**src/rtl/deadlock_mon_pkg.sv**
```systemverilog
// Shared types and defaults for the kernel deadlock monitor.
package deadlock_mon_pkg;

  localparam int DEFAULT_STALL_THRESHOLD = 16;
  localparam int DEFAULT_CNT_W           = 16;

  typedef enum logic [1:0] {
    MONITOR = 2'd0,
    SUSPECT = 2'd1,
    BLOCKED = 2'd2
  } dm_state_e;

endpackage

```
**src/rtl/deadlock_stall_counter.sv**
```systemverilog
// Saturating stall counter with synchronous clear and enable.
// match flags that the next increment would land exactly on THRESH,
// letting the controller declare deadlock on the same edge the count gets there.
module deadlock_stall_counter #(
  parameter int W      = 16,
  parameter int THRESH = 16
) (
  input  logic         clock,
  input  logic         reset,
  input  logic         clear,
  input  logic         enable,
  output logic [W-1:0] count,
  output logic         match
);

  localparam logic [W-1:0] THRESH_V = W'(THRESH);

  logic [W-1:0] count_inc;

  // Increment that sticks at all-ones instead of wrapping to 0.
  always_comb begin
    count_inc = (count == '1) ? count : count + W'(1);
    match     = (count_inc == THRESH_V);
  end

  // Counter register: clear wins over enable.
  always_ff @(posedge clock) begin
    if (reset) begin
      count <= '0;
    end else if (clear) begin
      count <= '0;
    end else if (enable) begin
      count <= count_inc;
    end
  end

endmodule

```
**src/rtl/axis_deadlock_detector.sv**
```systemverilog
// Per-kernel deadlock detector. A kernel is considered deadlocked when every
// non-top instance is either idle or blocked on its stream channel, something
// is actually blocked, and the blocking pattern has not changed for
// STALL_THRESHOLD consecutive cycles. Once declared, the flag is sticky.
//
// The state output is a debug view of the FSM (MONITOR/SUSPECT/BLOCKED).
// There is no valid/ready handshake on this block: all inputs are level
// signals sampled every rising clock edge.
module axis_deadlock_detector
  import deadlock_mon_pkg::*;
#(
  parameter int N_AXIS          = 2,
  parameter int N_INST          = 3,
  parameter int N_BLK           = 1,
  parameter int STALL_THRESHOLD = DEFAULT_STALL_THRESHOLD,
  parameter int CNT_W           = DEFAULT_CNT_W
) (
  input  logic              clock,
  input  logic              reset,
  input  logic [N_AXIS-1:0] axis_block_sigs,
  input  logic [N_INST-1:0] inst_idle_sigs,
  input  logic [N_BLK-1:0]  inst_block_sigs,
  output logic              block,
  output logic              block_pending,
  output logic [CNT_W-1:0]  stall_cycles,
  output logic [N_AXIS-1:0] block_snapshot,
  output dm_state_e         state
);

  localparam int PAT_W = N_AXIS + N_BLK;

  dm_state_e        next_state;
  logic             stall_cond;
  logic             all_waiting;
  logic [PAT_W-1:0] pattern;
  logic [PAT_W-1:0] sig_reg;
  logic             cnt_clear;
  logic             cnt_en;
  logic             cnt_match;
  logic             snap_load;

  // Stall condition: something is blocked and every child instance is idle
  // or stuck on its own channel. An all-idle kernel is quiescent, not stalled.
  always_comb begin
    all_waiting = 1'b1;
    for (int i = 1; i < N_INST; i++) begin
      all_waiting = all_waiting & (inst_idle_sigs[i] | axis_block_sigs[i-1]);
    end
    stall_cond = ((|axis_block_sigs) | (|inst_block_sigs)) & all_waiting;
    pattern    = {axis_block_sigs, inst_block_sigs};
  end

  deadlock_stall_counter #(
    .W      (CNT_W),
    .THRESH (STALL_THRESHOLD)
  ) u_cnt (
    .clock  (clock),
    .reset  (reset),
    .clear  (cnt_clear),
    .enable (cnt_en),
    .count  (stall_cycles),
    .match  (cnt_match)
  );

  // Next-state and counter control. A drop or pattern change in SUSPECT
  // takes priority over reaching the threshold on the same cycle.
  always_comb begin
    next_state = state;
    cnt_clear  = 1'b0;
    cnt_en     = 1'b0;
    snap_load  = 1'b0;
    case (state)
      MONITOR: begin
        if (stall_cond) begin
          cnt_en = 1'b1;
          if (cnt_match) begin
            next_state = BLOCKED;
            snap_load  = 1'b1;
          end else begin
            next_state = SUSPECT;
          end
        end else begin
          cnt_clear = 1'b1;
        end
      end
      SUSPECT: begin
        if (!stall_cond || (pattern != sig_reg)) begin
          next_state = MONITOR;
          cnt_clear  = 1'b1;
        end else begin
          cnt_en = 1'b1;
          if (cnt_match) begin
            next_state = BLOCKED;
            snap_load  = 1'b1;
          end
        end
      end
      BLOCKED: begin
        cnt_en = stall_cond;
      end
      default: begin
        next_state = MONITOR;
        cnt_clear  = 1'b1;
      end
    endcase
  end

  // State, previous-pattern and snapshot registers.
  always_ff @(posedge clock) begin
    if (reset) begin
      state          <= MONITOR;
      sig_reg        <= '0;
      block_snapshot <= '0;
    end else begin
      state   <= next_state;
      sig_reg <= pattern;
      if (snap_load) begin
        block_snapshot <= axis_block_sigs;
      end
    end
  end

  assign block         = (state == BLOCKED);
  assign block_pending = (state == SUSPECT);

endmodule

```
**config.mk**
```make
export PLATFORM = sky130hd
export DESIGN_NAME = axis_deadlock_detector
export DESIGN_NICKNAME = d
export VERILOG_FILES = /design/src/rtl/deadlock_mon_pkg.sv /design/src/rtl/deadlock_stall_counter.sv /design/src/rtl/axis_deadlock_detector.sv
export SDC_FILE = /design/constraint.sdc
export NUM_CORES = 1
export LEC_CHECK = 0
export CAP_MARGIN = 5
export CORE_MARGIN = 2
export CORE_UTILIZATION = 30
export CTS_CLUSTER_SIZE = 28
export DETAILED_ROUTE_END_ITERATION = 10
export PLACE_DENSITY = 0.48
export SLEW_MARGIN = 20
export SYNTH_ARGS = -nofsm -noshare
export SYNTH_HDL_FRONTEND = slang
export SYNTH_SLANG_ARGS = --single-unit
```
**constraint.sdc**
```tcl
create_clock -name clock -period 2.9 [get_ports clock]
set_clock_uncertainty 0.2 [all_clocks]
set_input_delay 0.725 -clock clock [delete_from_list [all_inputs] [get_ports clock]]
set_output_delay 0.725 -clock clock [all_outputs]
set_load 0.01 [all_outputs]
```
* Word-level counts from Yosys, hierarchy flattened
Index checks and enable logic that the tools add are counted.
** Storage, ports and cells
- Register bits :: 23
- Bits of input ports :: 8
** Operators by class
- Add/subtract/negate cells :: 1
- Equal/unequal tests :: 7
- Multiplexer cells :: 16
- Bitwise operators :: 6
- Reductions and logical operators :: 6
** Operator list (number)
- adder 16 x 1 -> 16 bit (second input constant) :: 1
- == test 16 bit (second input constant) :: 1
- == test 16 x 5 -> 1 bit (second input constant) :: 1
- 2-to-1 mux 16 bit :: 1
- 2-to-1 mux 2 bit :: 4
- 2-to-1 mux 1 bit :: 7
- case mux 1 bit (3 select lines) :: 2
- case mux 2 bit (3 select lines) :: 1
- OR reduction 2 bit :: 2
- inequality test 3 x 1 -> 1 bit (second input constant) :: 1
- inequality test 3 bit :: 1
- bitwise OR 1 bit :: 3
- AND reduction 3 bit :: 1
- AND 1 bit :: 2
- == test 2 x 1 -> 1 bit (second input constant) :: 1
- == test 2 bit (second input constant) :: 1
- zero test 2 bit :: 1
- inequality test 2 bit (second input constant) :: 1
- case mux 1 bit (2 select lines) :: 1
- zero test 1 bit :: 1
- logical OR 1 bit :: 1
- NOT 1 bit :: 1

* Depth between registers and ports, before layout
- Word-level depth :: 8
- Depth in mapped cells :: 7
- Mapped depth without buffers :: 7

* Cells and area by module
A second synthesis with hierarchy kept.
** Second synthesis, totals
- Cells, all modules :: 161
- Area, all modules :: 1398.8 um^2
** Modules (own cells, without submodules)
- deadlock_stall_counter :: times used 1, cells an instance 128, area each 1068.5 um^2, sequential area each 320.3 um^2
- axis_deadlock_detector :: times used 1, cells an instance 33, area each 330.3 um^2, sequential area each 140.1 um^2

* Worst setup path after synthesis
Ideal clock, no wire load.
- Path kind :: register to register
- Start point :: reg u_cnt.count[0]
- End point :: reg block_snapshot[0]
- Setup time :: 0.121 ns
- Arrival :: 2.254 ns
- Data required time :: 2.579 ns
- Path slack :: 0.325 ns
- Cell stages (with the launch flop) :: 8
- Buffers on the path :: 0
- Period minus slack after synthesis :: 2.575 ns
- Path through :: dfxtp_1 ha_1 nand4_2 nor3_1 nand3_1 a2111o_1 nor3_2 mux2_2
** On the way
- Cells in the longest elaborated chain, start to end :: 6
- Elaborated cells between the ends (all ways) :: 8
- Classes of those cells :: add/sub (1); eq/ne (2); mux (5)
** Ends and longest elaborated chain
- start: declaration :: RTL line deadlock_stall_counter.sv:12 : output logic [W-1:0] count,
- start signal: assignment :: RTL line deadlock_stall_counter.sv:33 : count <= count_inc;
- adder 16 x 1 -> 16 bit or == test 16 bit (tied branches) :: RTL line deadlock_stall_counter.sv:22 : count_inc = (count == '1) ? count : count + W'(1);
- 2-to-1 mux 16 bit * :: RTL line deadlock_stall_counter.sv:22
- == test 16 x 5 -> 1 bit * :: RTL line deadlock_stall_counter.sv:23 : match = (count_inc == THRESH_V);
- 2-to-1 mux 1 bit * :: RTL line axis_deadlock_detector.sv:76, axis_deadlock_detector.sv:92
- 2-to-1 mux 1 bit (on tied branches) :: RTL line axis_deadlock_detector.sv:87, axis_deadlock_detector.sv:74
- case mux 1 bit (2 select lines) * :: RTL line axis_deadlock_detector.sv:72 : case (state)
- end signal: assignment :: RTL line axis_deadlock_detector.sv:118 : block_snapshot <= axis_block_sigs;
- end: declaration :: RTL line axis_deadlock_detector.sv:26 : output logic [N_AXIS-1:0] block_snapshot,
Every way passes the cells marked *; elsewhere a longest branch is shown, timed or not.
A chain may end at the register's enable or synchronous reset.

* Final worst setup path
- Start point :: in axis_block_sigs[0]
- End point :: reg u_cnt.count[8]
** On the way
- Cells in the longest elaborated chain, start to end :: 8
- Elaborated cells between the ends (all ways) :: 15
- Classes of those cells :: eq/ne (1); mux (6); bitwise (4); reduce/logical (4)
** Ends and longest elaborated chain
- start: declaration :: RTL line axis_deadlock_detector.sv:20 : input logic [N_AXIS-1:0] axis_block_sigs,
- OR reduction 2 bit or bitwise OR 1 bit (tied branches) :: RTL line axis_deadlock_detector.sv:49, axis_deadlock_detector.sv:47
- bitwise OR 1 bit or AND 1 bit (tied branches) :: RTL line axis_deadlock_detector.sv:49, axis_deadlock_detector.sv:47
- AND 1 bit :: RTL line axis_deadlock_detector.sv:49 : stall_cond = ((|axis_block_sigs) | (|inst_block_sigs)) & all_waiting;
- zero test 1 bit :: RTL line axis_deadlock_detector.sv:87 : if (!stall_cond || (pattern != sig_reg)) begin
- logical OR 1 bit :: RTL line axis_deadlock_detector.sv:87
- 2-to-1 mux 1 bit :: RTL line axis_deadlock_detector.sv:87
- case mux 1 bit (3 select lines) :: RTL line axis_deadlock_detector.sv:72
- OR reduction 2 bit (no line)
Parallel ways exist; a longest one is shown, timed or not.

==> results.py <==
metrics = {
    "clock_tree": {
        "clk_pin_slew_worst_paths_ns": 0.09,
        "htreeDepth": 1,
        "insertion_delay_ns": 0.27,
        "cts_hold_buf": 0,
        "cts-root-buf": "clkbuf_8",
        "cts_resized": 0,
        "postCtsSetupRepairBufs": 0,
        "cts_tree": "yes",
        "numCtsBuffers": 3,
        "cts_buffer_depth": 2,
        "cts.sinks": 23,
    },
    "grt": {
        "grt_max_degree": 17,
        "track_usage": 0.143,
        "grt_pass1_vias": 1285,
        "grt-ovfl-total": 0,
        "antenna_found_initial": 0,
        "grt_pass1_wl_um": 5700,
    },
    "sta": {
        "drv_slew": 0,
        "rsz0062_at_grt": "false",
        "worstMarginPinSlew_ns": 0.369,
        "setup_viol_count_final": 0,
        "fin_crit_ns": 2.75,
        "setup_tns_ns": 0,
        "max_slew_margin": 0.751,
        "final-hold-violation-count": 0,
        "fmax_mhz": 363,
        "period_share": 0.950,
    },
    "layout": {
        "antenna_cells": 0,
        "largest_reg_flops": 16,
        "syn_to_final_growth_pct": 38.7,
        "layout-drive-gt1-share": 0.152,
        "nets": 214,
    },
    "worst_setup_path": {
        "slowest_stage": "clkdlybuf4s50_1",
        "crit_start": "axis_block_sigs[0]",
        "cp_cell_sequence": "clkdlybuf4s50_1 -> xor2_1 -> o41ai_1 -> buf_4 -> nand2_1 -> buf_4 -> or3_1 -> a21oi_1",
        "crit_path_start_kind": "input pin",
        "rr_startpoint": "u_cnt.count[8]",
        "path_max_fanout": 5,
        "crit_arrival_ns": 2.76,
        "cpPeakStageDelay_ns": 0.43,
        "cp_common_cell": "buf_4",
        "critical_path_class": "input pin to register",
        "cp-end-kind": "register",
        "cp.required_ns": 2.91,
    },
    "synthesis": {
        "synth_cell_type_count": 40,
        "synth_nets": 170,
        "ys.warnings.count": 0,
        "synth.avg_cell_area_um2": 8.21,
        "ys_seq_area_frac": 0.348,
        "syn_area_um2": 1320,
        "syn_inst": 161,
        "synth-seq-cells": 23,
    },
    "die": {
        "die_area_um2": 4960,
        "core_um2": 4290,
        "die_h_um": 70.4,
        "row_count": 24,
        "start_util": 0.308,
        "die_x_um": 70.4,
        "ios": 30,
    },
    "status": {
        "status": "finished, final reports clean",
    },
    "power_and_ir_drop": {
        "p_leak_nw": 0.664,
        "cellInternalPower_mw": 0.456,
        "switching_share": 0.249,
        "p_clk_frac": 0.339,
        "power.density_nw_per_um2": 331,
        "comb_power_share": 0.129,
        "power_mw": 0.608,
        "ir_drop_mv": 0.121,
        "switching_power_mw": 0.152,
        "p_seq_frac": 0.532,
    },
    "worst_hold_path": {
        "hold_class": "register to register",
        "worstHoldStart": "u_cnt.count[12]",
    },
    "placed_design": {
        "portBuffers": 28,
        "dp_hpwl_um": 2660,
        "gp_congestion": 0.783,
    },
    "route": {
        "firstDrtPassIters": 4,
        "vias_per_cell": 5.04,
        "drt-total-wl_um": 3420,
        "ant_nets": 0,
        "wl_per_cell_um": 13.4,
        "drcViolationCount": 0,
        "first_iter_violations": 69,
        "via_count": 1291,
    },
    "flow_run": {
        "max-cap-violations": 0,
    },
}
stage by stage:
step	instances	instance area [µm²]	hold WS, ns	setup slack [ns]	utilization
final	256	1830	0.392	0.145	0.427
after global routing	256	1830	0.456	0.0542	0.427
after CTS	256	1830	0.396	0.184	0.427
after detailed placement	252	1790	0.372	-0.0873	0.416
after global placement	252	1790	0.361	-0.0986	0.416
after floorplan	161	1320	0.362	0.325	-
layer usage:
metal,part of all wire,GRT usage,routed length (µm),vias up
li1,-,-,-,653
met1,0.45,0.164,1530,608
met2,0.51,0.261,1740,26
met3,0.031,0.0231,105,4
met4,0.012,0.0556,40,0
met5,0,0,0,-
critical path: cells and delay by family:
family,cells,cell delay (ns)
xor+xnor,1,0.18
compound gates,2,0.56
simple gates,2,0.48
buf+inv,3,0.81
path summary, 6_finish.rpt:
| check | end | slack, ns | depth (start not counted) |
|---|---|---|---|
| setup / recovery | u_cnt.count[8] | 0.15 | 8 |
| hold / removal | u_cnt.count[12] | 0.39 | 3 |
| setup reg to reg | block_snapshot[1] | 0.20 | 6 |
| hold reg to reg | u_cnt.count[12] | 0.39 | 3 |
cell usage in the layout, fill, tap and decap left out, types with 2 or more instances in the layout:
cell type        count
clkdlybuf4s50_1     28
dfxtp_1             23
nor2_1              21
buf_4               19
nand2_1             14
xnor2_1              9
nand3_1              8
nor2b_1              7
a21oi_1              6
nor3_1               6
xor2_1               5
nand4_1              4
o21ai_0              4
or3_1                4
mux2i_1              4
nor4_1               4
inv_1                3
nand3b_1             3
clkbuf_8             3
nand2b_1             2
or4_1                2
o31ai_1              2
a31oi_1              2
mux2_2               2
power by group through the flow:
stage | logic (mW) | registers (mW) | clock network [mW]
after CTS | 0.0794 | 0.323 | 0.212
final | 0.0785 | 0.323 | 0.206
after floorplan | 0.0322 | 0.333 | 0
after global placement | 0.0782 | 0.331 | 0
after global routing | 0.0846 | 0.324 | 0.227
after detailed placement | 0.0791 | 0.331 | 0
cell usage after synthesis:
| master | n | area share |
|---|---|---|
| and4b_1 | 1 | 0.0076 |
| inv_1 | 3 | 0.0085 |
| or3b_4 | 1 | 0.0085 |
| mux2i_1 | 4 | 0.030 |
| a2bb2oi_1 | 1 | 0.0066 |
| nand4_2 | 1 | 0.0095 |
| and3_1 | 1 | 0.0047 |
| and2_1 | 1 | 0.0047 |
| dfxtp_1 | 23 | 0.35 |
| xnor2_1 | 9 | 0.060 |
| nor2_1 | 21 | 0.060 |
| nor3_2 | 1 | 0.0076 |
| nand3b_1 | 3 | 0.017 |
| nand4_1 | 4 | 0.019 |
| o21ai_0 | 4 | 0.015 |
| o41ai_2 | 1 | 0.012 |
| o41ai_1 | 1 | 0.0066 |
| clkbuf_1 | 2 | 0.0057 |
| a31oi_1 | 2 | 0.0095 |
| xor2_1 | 5 | 0.033 |
| nand4_4 | 1 | 0.016 |
| o211ai_1 | 1 | 0.0057 |
| or4_1 | 2 | 0.011 |
| o21a_1 | 1 | 0.0057 |
| ha_1 | 1 | 0.0095 |
| a2111o_1 | 1 | 0.0085 |
| nand2b_1 | 2 | 0.0095 |
| nor4_1 | 4 | 0.019 |
| nand3_1 | 8 | 0.030 |
| buf_2 | 7 | 0.026 |
| a21o_1 | 1 | 0.0057 |
| a21oi_1 | 6 | 0.023 |
| mux2_2 | 2 | 0.017 |
| nor3_1 | 6 | 0.023 |
| nor2b_1 | 7 | 0.033 |
| nand2_1 | 14 | 0.040 |
| o22a_1 | 1 | 0.0066 |
| and4_1 | 1 | 0.0066 |
| o31ai_1 | 2 | 0.011 |
| or3_1 | 4 | 0.019 |
area by class of cell:
cell class                      count  area [µm²]
Clock buffer                        3        41.3
Clock inverter                      1        5.00
Fill cell                         449        2460
Inverter                            3        11.3
Multi-Input combinational cell    126         808
Sequential cell                    23         460
Tap cell                           52        65.1
Timing Repair Buffer               48         443
logic make-up (layout without fill, tap and decap cells):
logic type      Yosys count  count (layout)  share of synthesized area
simple gates             83              83                      0.345
flops                    23              23                      0.348
compound gates           22              22                      0.116
xor+xnor                 14              14                     0.0927
buf+inv                  12              55                     0.0407
mux                       6               6                     0.0473
fa+ha+maj                 1               1                    0.00946
(Power assumes the default switching activity.)
